<file path="src/rtl/billiard_pkg.sv">
// Shared types and constants for the billiard ball motion logic.
package billiard_pkg;

  typedef logic signed [10:0] vel_t;

  typedef enum logic [1:0] {
    S_IDLE     = 2'd0,
    S_APPLY    = 2'd1,
    S_WALL     = 2'd2,
    S_FRICTION = 2'd3
  } motion_state_e;

  localparam int FRAC_BITS_DEF = 4;

  localparam int SCREEN_W     = 640;
  localparam int SCREEN_H     = 480;
  localparam int CUSHION_LEFT = 32;
  localparam int CUSHION_RIGHT = SCREEN_W - 32;
  localparam int CUSHION_TOP  = 32;
  localparam int CUSHION_BOTTOM = SCREEN_H - 32;

  function automatic vel_t clamp_vel(input vel_t v, input vel_t lim);
    vel_t r;
    r = v;
    if (v > lim) r = lim;
    else if (v < -lim) r = -lim;
    return r;
  endfunction

endpackage

</file>
<file path="src/rtl/ball_motion_if.sv">
// Velocity-load inputs and position/velocity outputs of one ball.
interface ball_motion_if;
  import billiard_pkg::*;

  logic startOfFrame;
  logic collisionOccurred;
  vel_t collVelX;
  vel_t collVelY;
  logic cueHit;
  vel_t cueVelX;
  vel_t cueVelY;
  logic wallHitX;
  logic wallHitY;
  logic wallSideX;
  logic wallSideY;
  vel_t ballTopLeftPosX;
  vel_t ballTopLeftPosY;
  vel_t ballVelX;
  vel_t ballVelY;
  logic moving;

  modport master (
    output startOfFrame, collisionOccurred, collVelX, collVelY,
           cueHit, cueVelX, cueVelY, wallHitX, wallHitY, wallSideX, wallSideY,
    input  ballTopLeftPosX, ballTopLeftPosY, ballVelX, ballVelY, moving
  );

  modport slave (
    input  startOfFrame, collisionOccurred, collVelX, collVelY,
           cueHit, cueVelX, cueVelY, wallHitX, wallHitY, wallSideX, wallSideY,
    output ballTopLeftPosX, ballTopLeftPosY, ballVelX, ballVelY, moving
  );
endinterface

</file>
<file path="src/rtl/ball_motion_vel_axis.sv">
// One velocity component: clamped load, reflection and friction toward zero.
module vel_axis
  import billiard_pkg::*;
#(
  parameter vel_t MAX_VEL       = 11'sd480,
  parameter int   FRICTION_STEP = 1
) (
  input  logic clk,
  input  logic resetN,
  input  logic cue_load,
  input  vel_t cue_vel,
  input  logic coll_load,
  input  vel_t coll_vel,
  input  logic reflect,
  input  logic friction,
  output vel_t vel
);

  localparam vel_t STEP = vel_t'(FRICTION_STEP);

  vel_t vel_reg;
  vel_t vel_next;

  // Loads win over the frame-driven updates; friction stops at zero.
  always_comb begin
    vel_next = vel_reg;
    if (cue_load) begin
      vel_next = clamp_vel(cue_vel, MAX_VEL);
    end else if (coll_load) begin
      vel_next = clamp_vel(coll_vel, MAX_VEL);
    end else if (reflect) begin
      vel_next = -vel_reg;
    end else if (friction) begin
      if (vel_reg > STEP) vel_next = vel_reg - STEP;
      else if (vel_reg < -STEP) vel_next = vel_reg + STEP;
      else vel_next = '0;
    end
  end

  always_ff @(posedge clk or negedge resetN) begin
    if (!resetN) vel_reg <= '0;
    else vel_reg <= vel_next;
  end

  assign vel = vel_reg;

endmodule

</file>
<file path="src/rtl/ball_motion.sv">
// Per-ball motion integrator: once per frame apply velocity, bounce off
// cushions and apply periodic rolling friction.
module ball_motion
  import billiard_pkg::*;
#(
  parameter vel_t INIT_X          = 11'sd100,
  parameter vel_t INIT_Y          = 11'sd100,
  parameter int   FRAC_BITS       = FRAC_BITS_DEF,
  parameter vel_t MAX_VEL         = 11'sd480,
  parameter int   FRICTION_PERIOD = 4,
  parameter int   FRICTION_STEP   = 1
) (
  input  logic clk,
  input  logic resetN,
  ball_motion_if.slave bus
);

  localparam int ACC_W = 11 + FRAC_BITS;

  motion_state_e state_reg, state_next;
  logic [7:0]    fric_cnt_reg;
  logic          fric_due;
  logic          moving_reg;
  vel_t          vel [2];
  vel_t          pos [2];

  always_comb begin
    state_next = state_reg;
    case (state_reg)
      S_IDLE:     if (bus.startOfFrame) state_next = S_APPLY;
      S_APPLY:    state_next = S_WALL;
      S_WALL:     state_next = S_FRICTION;
      S_FRICTION: state_next = S_IDLE;
      default:    state_next = S_IDLE;
    endcase
  end

  assign fric_due = (state_reg == S_FRICTION) &&
                    (fric_cnt_reg == 8'(FRICTION_PERIOD - 1));

  always_ff @(posedge clk or negedge resetN) begin
    if (!resetN) begin
      state_reg    <= S_IDLE;
      fric_cnt_reg <= '0;
      moving_reg   <= 1'b0;
    end else begin
      state_reg  <= state_next;
      moving_reg <= (vel[0] != 11'sd0) || (vel[1] != 11'sd0);
      if (state_reg == S_FRICTION)
        fric_cnt_reg <= fric_due ? 8'd0 : fric_cnt_reg + 8'd1;
    end
  end

  genvar gi;
  generate
    for (gi = 0; gi < 2; gi++) begin : g_axis
      localparam vel_t INIT_P = (gi == 0) ? INIT_X : INIT_Y;

      logic                    wall_hit;
      logic                    wall_side;
      logic                    reflect;
      logic                    latch_reg;
      logic signed [ACC_W-1:0] acc_reg;

      assign wall_hit  = (gi == 0) ? bus.wallHitX  : bus.wallHitY;
      assign wall_side = (gi == 0) ? bus.wallSideX : bus.wallSideY;

      // Only bounce when heading into the cushion and not already bounced.
      assign reflect = (state_reg == S_WALL) && wall_hit && !latch_reg &&
                       (wall_side ? (vel[gi] > 11'sd0) : (vel[gi] < 11'sd0));

      vel_axis #(
        .MAX_VEL       (MAX_VEL),
        .FRICTION_STEP (FRICTION_STEP)
      ) u_vel (
        .clk       (clk),
        .resetN    (resetN),
        .cue_load  (bus.cueHit),
        .cue_vel   ((gi == 0) ? bus.cueVelX : bus.cueVelY),
        .coll_load (bus.collisionOccurred),
        .coll_vel  ((gi == 0) ? bus.collVelX : bus.collVelY),
        .reflect   (reflect),
        .friction  (fric_due),
        .vel       (vel[gi])
      );

      always_ff @(posedge clk or negedge resetN) begin
        if (!resetN) begin
          latch_reg <= 1'b0;
          acc_reg   <= {INIT_P, {FRAC_BITS{1'b0}}};
        end else begin
          if (state_reg == S_WALL) begin
            if (!wall_hit) latch_reg <= 1'b0;
            else if (reflect) latch_reg <= 1'b1;
          end
          if (state_reg == S_APPLY)
            acc_reg <= acc_reg + ACC_W'(vel[gi]);
        end
      end

      assign pos[gi] = acc_reg[ACC_W-1:FRAC_BITS];
    end
  endgenerate

  assign bus.ballTopLeftPosX = pos[0];
  assign bus.ballTopLeftPosY = pos[1];
  assign bus.ballVelX        = vel[0];
  assign bus.ballVelY        = vel[1];
  assign bus.moving          = moving_reg;

endmodule

</file>
<file path="src/flat_wrapper.sv">
// flat-port wrapper written by rule: the top's interface ports become plain ports
module ball_motion_flat import billiard_pkg::*;
#(
  parameter vel_t INIT_X          = 11'sd100,
  parameter vel_t INIT_Y          = 11'sd100,
  parameter int   FRAC_BITS       = FRAC_BITS_DEF,
  parameter vel_t MAX_VEL         = 11'sd480,
  parameter int   FRICTION_PERIOD = 4,
  parameter int   FRICTION_STEP   = 1
)
  (clk, resetN, bus_startOfFrame, bus_collisionOccurred, bus_collVelX, bus_collVelY, bus_cueHit, bus_cueVelX, bus_cueVelY, bus_wallHitX, bus_wallHitY, bus_wallSideX, bus_wallSideY, bus_ballTopLeftPosX, bus_ballTopLeftPosY, bus_ballVelX, bus_ballVelY, bus_moving);
  ball_motion_if bus_i ();
  input  logic clk;
  input  logic resetN;
  input wire logic [$bits(bus_i.startOfFrame)-1:0] bus_startOfFrame;
  input wire logic [$bits(bus_i.collisionOccurred)-1:0] bus_collisionOccurred;
  input wire logic [$bits(bus_i.collVelX)-1:0] bus_collVelX;
  input wire logic [$bits(bus_i.collVelY)-1:0] bus_collVelY;
  input wire logic [$bits(bus_i.cueHit)-1:0] bus_cueHit;
  input wire logic [$bits(bus_i.cueVelX)-1:0] bus_cueVelX;
  input wire logic [$bits(bus_i.cueVelY)-1:0] bus_cueVelY;
  input wire logic [$bits(bus_i.wallHitX)-1:0] bus_wallHitX;
  input wire logic [$bits(bus_i.wallHitY)-1:0] bus_wallHitY;
  input wire logic [$bits(bus_i.wallSideX)-1:0] bus_wallSideX;
  input wire logic [$bits(bus_i.wallSideY)-1:0] bus_wallSideY;
  output wire logic [$bits(bus_i.ballTopLeftPosX)-1:0] bus_ballTopLeftPosX;
  output wire logic [$bits(bus_i.ballTopLeftPosY)-1:0] bus_ballTopLeftPosY;
  output wire logic [$bits(bus_i.ballVelX)-1:0] bus_ballVelX;
  output wire logic [$bits(bus_i.ballVelY)-1:0] bus_ballVelY;
  output wire logic [$bits(bus_i.moving)-1:0] bus_moving;
  assign bus_i.startOfFrame = bus_startOfFrame;
  assign bus_i.collisionOccurred = bus_collisionOccurred;
  assign bus_i.collVelX = bus_collVelX;
  assign bus_i.collVelY = bus_collVelY;
  assign bus_i.cueHit = bus_cueHit;
  assign bus_i.cueVelX = bus_cueVelX;
  assign bus_i.cueVelY = bus_cueVelY;
  assign bus_i.wallHitX = bus_wallHitX;
  assign bus_i.wallHitY = bus_wallHitY;
  assign bus_i.wallSideX = bus_wallSideX;
  assign bus_i.wallSideY = bus_wallSideY;
  assign bus_ballTopLeftPosX = bus_i.ballTopLeftPosX;
  assign bus_ballTopLeftPosY = bus_i.ballTopLeftPosY;
  assign bus_ballVelX = bus_i.ballVelX;
  assign bus_ballVelY = bus_i.ballVelY;
  assign bus_moving = bus_i.moving;
  ball_motion #(.INIT_X(INIT_X), .INIT_Y(INIT_Y), .FRAC_BITS(FRAC_BITS), .MAX_VEL(MAX_VEL), .FRICTION_PERIOD(FRICTION_PERIOD), .FRICTION_STEP(FRICTION_STEP)) u_core (.clk(clk), .resetN(resetN), .bus(bus_i));
endmodule
</file>
<file path="config.mk">
export PLATFORM = sky130hd
export DESIGN_NAME = ball_motion_flat
export DESIGN_NICKNAME = d
export VERILOG_FILES = /design/src/rtl/billiard_pkg.sv /design/src/rtl/ball_motion_if.sv /design/src/rtl/ball_motion_vel_axis.sv /design/src/rtl/ball_motion.sv /design/src/flat_wrapper.sv
export SDC_FILE = /design/constraint.sdc
export NUM_CORES = 1
export LEC_CHECK = 0
export ABC_CLOCK_PERIOD_IN_PS = 3500
export CORE_MARGIN = 10
export CORE_UTILIZATION = 52
export DETAILED_ROUTE_END_ITERATION = 6
export DONT_BUFFER_PORTS = 1
export GPL_ROUTABILITY_DRIVEN = 0
export PLACE_DENSITY = 0.75
export SYNTH_ARGS = -nofsm -noshare
export SYNTH_HDL_FRONTEND = slang
export SYNTH_SLANG_ARGS = --single-unit
export TNS_END_PERCENT = 100
</file>
<file path="constraint.sdc">
create_clock -name clk -period 3.5 [get_ports clk]
set_input_delay 0.525 -clock clk [delete_from_list [all_inputs] [get_ports clk]]
set_output_delay 0.525 -clock clk [all_outputs]
set_load 0.03 [all_outputs]
</file>
==> summary.md <==
| Metric | Value |
|---|---|
| H-tree levels | `3` |
| Cell area after synthesis | `6380 µm²` |
| Starting Density | `0.531` |
| WP data arrival | `around 3400 ps` |
| RSZ-0062 raised after global routing | `false` |
| CP bufs+invs | `1` |
| Initial DRC count | `approximately 700` |
| # Post-CTS Setup Buffers | `0` |
| Vias in the first global route | `between 5,000 and 6,000` |
| First-pass GRT wire length | `approximately 30 mm` |
| Ports | `between 90 and 100` |
| Max clock buf depth | `2` |
| XOR/XNOR Fraction of Synth Area | `0.0645` |
| Post-synth EDFFs | `0` |
| Die Span Y | `131 µm` |
| Latest clock arrival within the worst-skew pair | `340 ps` |
| Critical path's top delay family | `simple AND/OR/NAND/NOR gates` |
| Layout Nets | `830` |
| DR DRC count | `0` |
| Worst setup margin | `~370 ps` |
| Syn Area/Cell | `between 8 and 9 µm²` |
| Switching part of the total | `0.480` |
| Outcome | `finished clean` |
| Tcrit/Tclk final | `0.895` |
| Max-slew violations | `0` |
| Total GRT Usage | `0.217` |
| Clock Power Share | `0.163` |
| DP Worst Slack | `around 400 ps` |
| WL final | `between 15 and 20 mm` |
| Synth cell types | `80` |
| Combinational power share | `0.540` |
| Cells after Synth | `760` |
| Site row count | `40` |
| Die boundary width | `between 100 and 150 µm` |
| Pin count of the biggest net entering global routing | `60` |
| Pwr dens | `approximately 870 nW/µm²` |
| Post-synthesis mux area share | `0.0376` |
| CTS tree | `yes` |
| Initial antenna violation count | `0` |
| Internal Power | `3.03 mW` |
| Adder-cell share of the synthesized area | `0.0945` |
| Post-layout min period | `3130 ps` |
| F_max | `between 0.3 and 0.4 GHz` |
| Most numerous cell in the Yosys netlist | `nor2_1` |
| Synth top area cells | `dfrtp_1 23%, ha_1 8.8%, xnor2_1 4.0%, nor2_1 3.5%, a21oi_1 3.3%` |
| Relative slew slack | `0.435` |
| Fillers | `1,086` |
| Ys flop type | `dfrtp_1` |
| Drt first pass iters | `6` |
| Worst hold-check path type | `input pin to asynchronous set/reset pin` |
| Setup TNS | `0 ps` |
| Max VDD drop | `0.284 mV` |
| Max-Cap Viols | `0` |
| N_diodes | `0` |
| Clock Sinks | `65` |
| Setup CP Type | `register to register` |
| Largest register FFs | `30` |
| Via count | `around 6,000` |
| Share of post-route cells with drive strength above 1 | `0.102` |
| Switching pwr | `2.80 mW` |
| Root Driver | `clkbuf_16` |
| CP max stage delay | `590 ps` |
| Port Buffers | `0` |
| Antenna Nets Post-Route | `0` |
| Worst setup SP type | `register` |
| Top cells by count, synth | `60 x nor2_1, 59 x dfrtp_1, 45 x ha_1` |
| Crit-path slowest cell | `or4b_1` |
| Synth Area in Compound Gates | `0.250` |
| Worst-path fanout max | `16` |
| Synth Register Bits | `65` |
| Asr flop ratio synth | `1.00` |
| GR Overflow Total | `0` |
| Post-synthesis simple-gate area fraction | `0.224` |
| Cell Chain, Critical Path | `inv_1 > ha_1 > or4b_1 > nor4_4 > or2_1 > a21oi_2 > a311o_1 > a22oi_2` |
| Syn nets | `860` |
| Flop pwr share | `0.298` |
| Largest family of logic cells by synthesized area | `compound AO/OA/AOI/OAI gates` |
| Post-synth top area share | `0.231` |
| Crit. End Element | `register` |
| Placeable Area | `approximately 12,000 µm²` |
| Finish-stage setup viols | `0` |
| Routed len/inst | `20.7 µm` |
| Register area share after synthesis | `0.256` |
| Synth Warn # | `0` |
| Vias per inst | `around 6.8` |
| Worst Tran Pin Value | `about 840 ps` |
| Clk_skew | `7.16 ps` |
| Layout area overhead | `5.16%` |
| Total Die Area | `17,100 µm²` |
| WP data required | `around 3800 ps` |
| Clk pin slew, worst setup/hold paths | `around 60 ps` |
| Hold Fails Final Rpt | `0` |
| CTS Buf Count | `9` |
| Pleak | `2.70 nW` |
| Post-DP HPWL | `approximately 14 mm` |
| Area leader, netlist | `dfrtp_1` |
per-stage QoR:
stage                     instances  hold WS, ps  cell area [µm²]  power (mW)  utilization
after CTS                       882         19.0             6710        5.80        0.559
final                           882         23.6             6710        5.82        0.559
after global placement          865          234             6370        4.67        0.531
after detailed placement        865          232             6370        4.81        0.531
after floorplan                 760          229             6380        4.31            -
after global routing            882         10.7             6710        6.28        0.559
layout by cell type (no fill, tap or decap), types with 5 or more instances in the layout:
cell | netlist | layout
a211oi_1 | 11 | 11
a21o_1 | 9 | 9
a21oi_1 | 42 | 42
a221o_1 | 9 | 9
a221oi_1 | 14 | 14
a31oi_1 | 15 | 15
and2_1 | 5 | 5
and3_1 | 11 | 11
buf_4 | 23 | 21
clkbuf_16 | 0 | 9
dfrtp_1 | 59 | 59
dfstp_2 | 6 | 6
ha_1 | 45 | 45
inv_1 | 29 | 29
mux2_2 | 16 | 16
mux2i_1 | 6 | 6
nand2_1 | 36 | 36
nand2b_1 | 8 | 8
nand3_1 | 22 | 22
nand4_1 | 15 | 15
nand4b_1 | 5 | 5
nor2_1 | 60 | 60
nor2b_1 | 21 | 21
nor3_1 | 28 | 28
nor4_1 | 11 | 11
o2111ai_1 | 5 | 5
o211ai_1 | 11 | 11
o21a_1 | 9 | 9
o21ai_0 | 35 | 35
o221ai_1 | 10 | 10
o31ai_1 | 6 | 6
or3_1 | 5 | 5
or4_1 | 8 | 8
xnor2_1 | 29 | 29
xor2_1 | 18 | 18
area by class of cell:
type,instances,area [µm²],area share
multi-input cells,601,4280,0.638
flip-flops and latches,65,1630,0.243
clock buffers,14,274,0.0408
repair buffers,22,185,0.0276
well taps,147,184,0.0274
inverters,31,116,0.0173
clock inverters,2,35.0,0.00522
cell families after synthesis:
kind of cell	count (synthesis)
xor+xnor	47
mux	22
compound gates	224
simple gates	261
fa+ha+maj	47
flops	65
buf+inv	94
metal layers:
metal  track usage  routed length (µm)
met5             0                   0
met4        0.0667                 293
met3        0.0653                2000
met2         0.332                8150
met1         0.286                7790
power groups by stage:
stage	logic, mW	registers, mW	clock network (mW)
detailed placement	3.06	1.75	0
global placement	2.94	1.73	0
CTS	3.11	1.74	0.959
floorplan	2.91	1.39	0
finish	3.14	1.73	0.947
global route	3.50	1.79	0.999
worst paths after layout:
| check | start | end | slack [ps] | cells past startpoint |
|---|---|---|---|---|
| min | resetN | u_core.g_axis[1].acc_reg[9] | 20 | 0 |
| max | u_core.g_axis[0].u_vel.vel[0] | u_core.g_axis[0].u_vel.vel[1] | 370 | 8 |
| min in group clk | bus_collVelY[0] | u_core.g_axis[1].u_vel.vel[0] | 340 | 2 |
| max reg2reg | u_core.g_axis[0].u_vel.vel[0] | u_core.g_axis[0].u_vel.vel[1] | 370 | 8 |
| max in group asynchronous | resetN | u_core.g_axis[0].acc_reg[3] | 3170 | 1 |
| min reg2reg | u_core.g_axis[0].acc_reg[3] | u_core.g_axis[0].acc_reg[3] | 490 | 1 |
repair_timing:
action                                  4_1_cts  5_1_grt
hold buffers                                  1        0
endpoints found under the hold margin        59        0
endpoints found under the setup margin        0        0
gates resized for setup                       0        0
No activity file was read; power rests on OpenSTA's default activity.
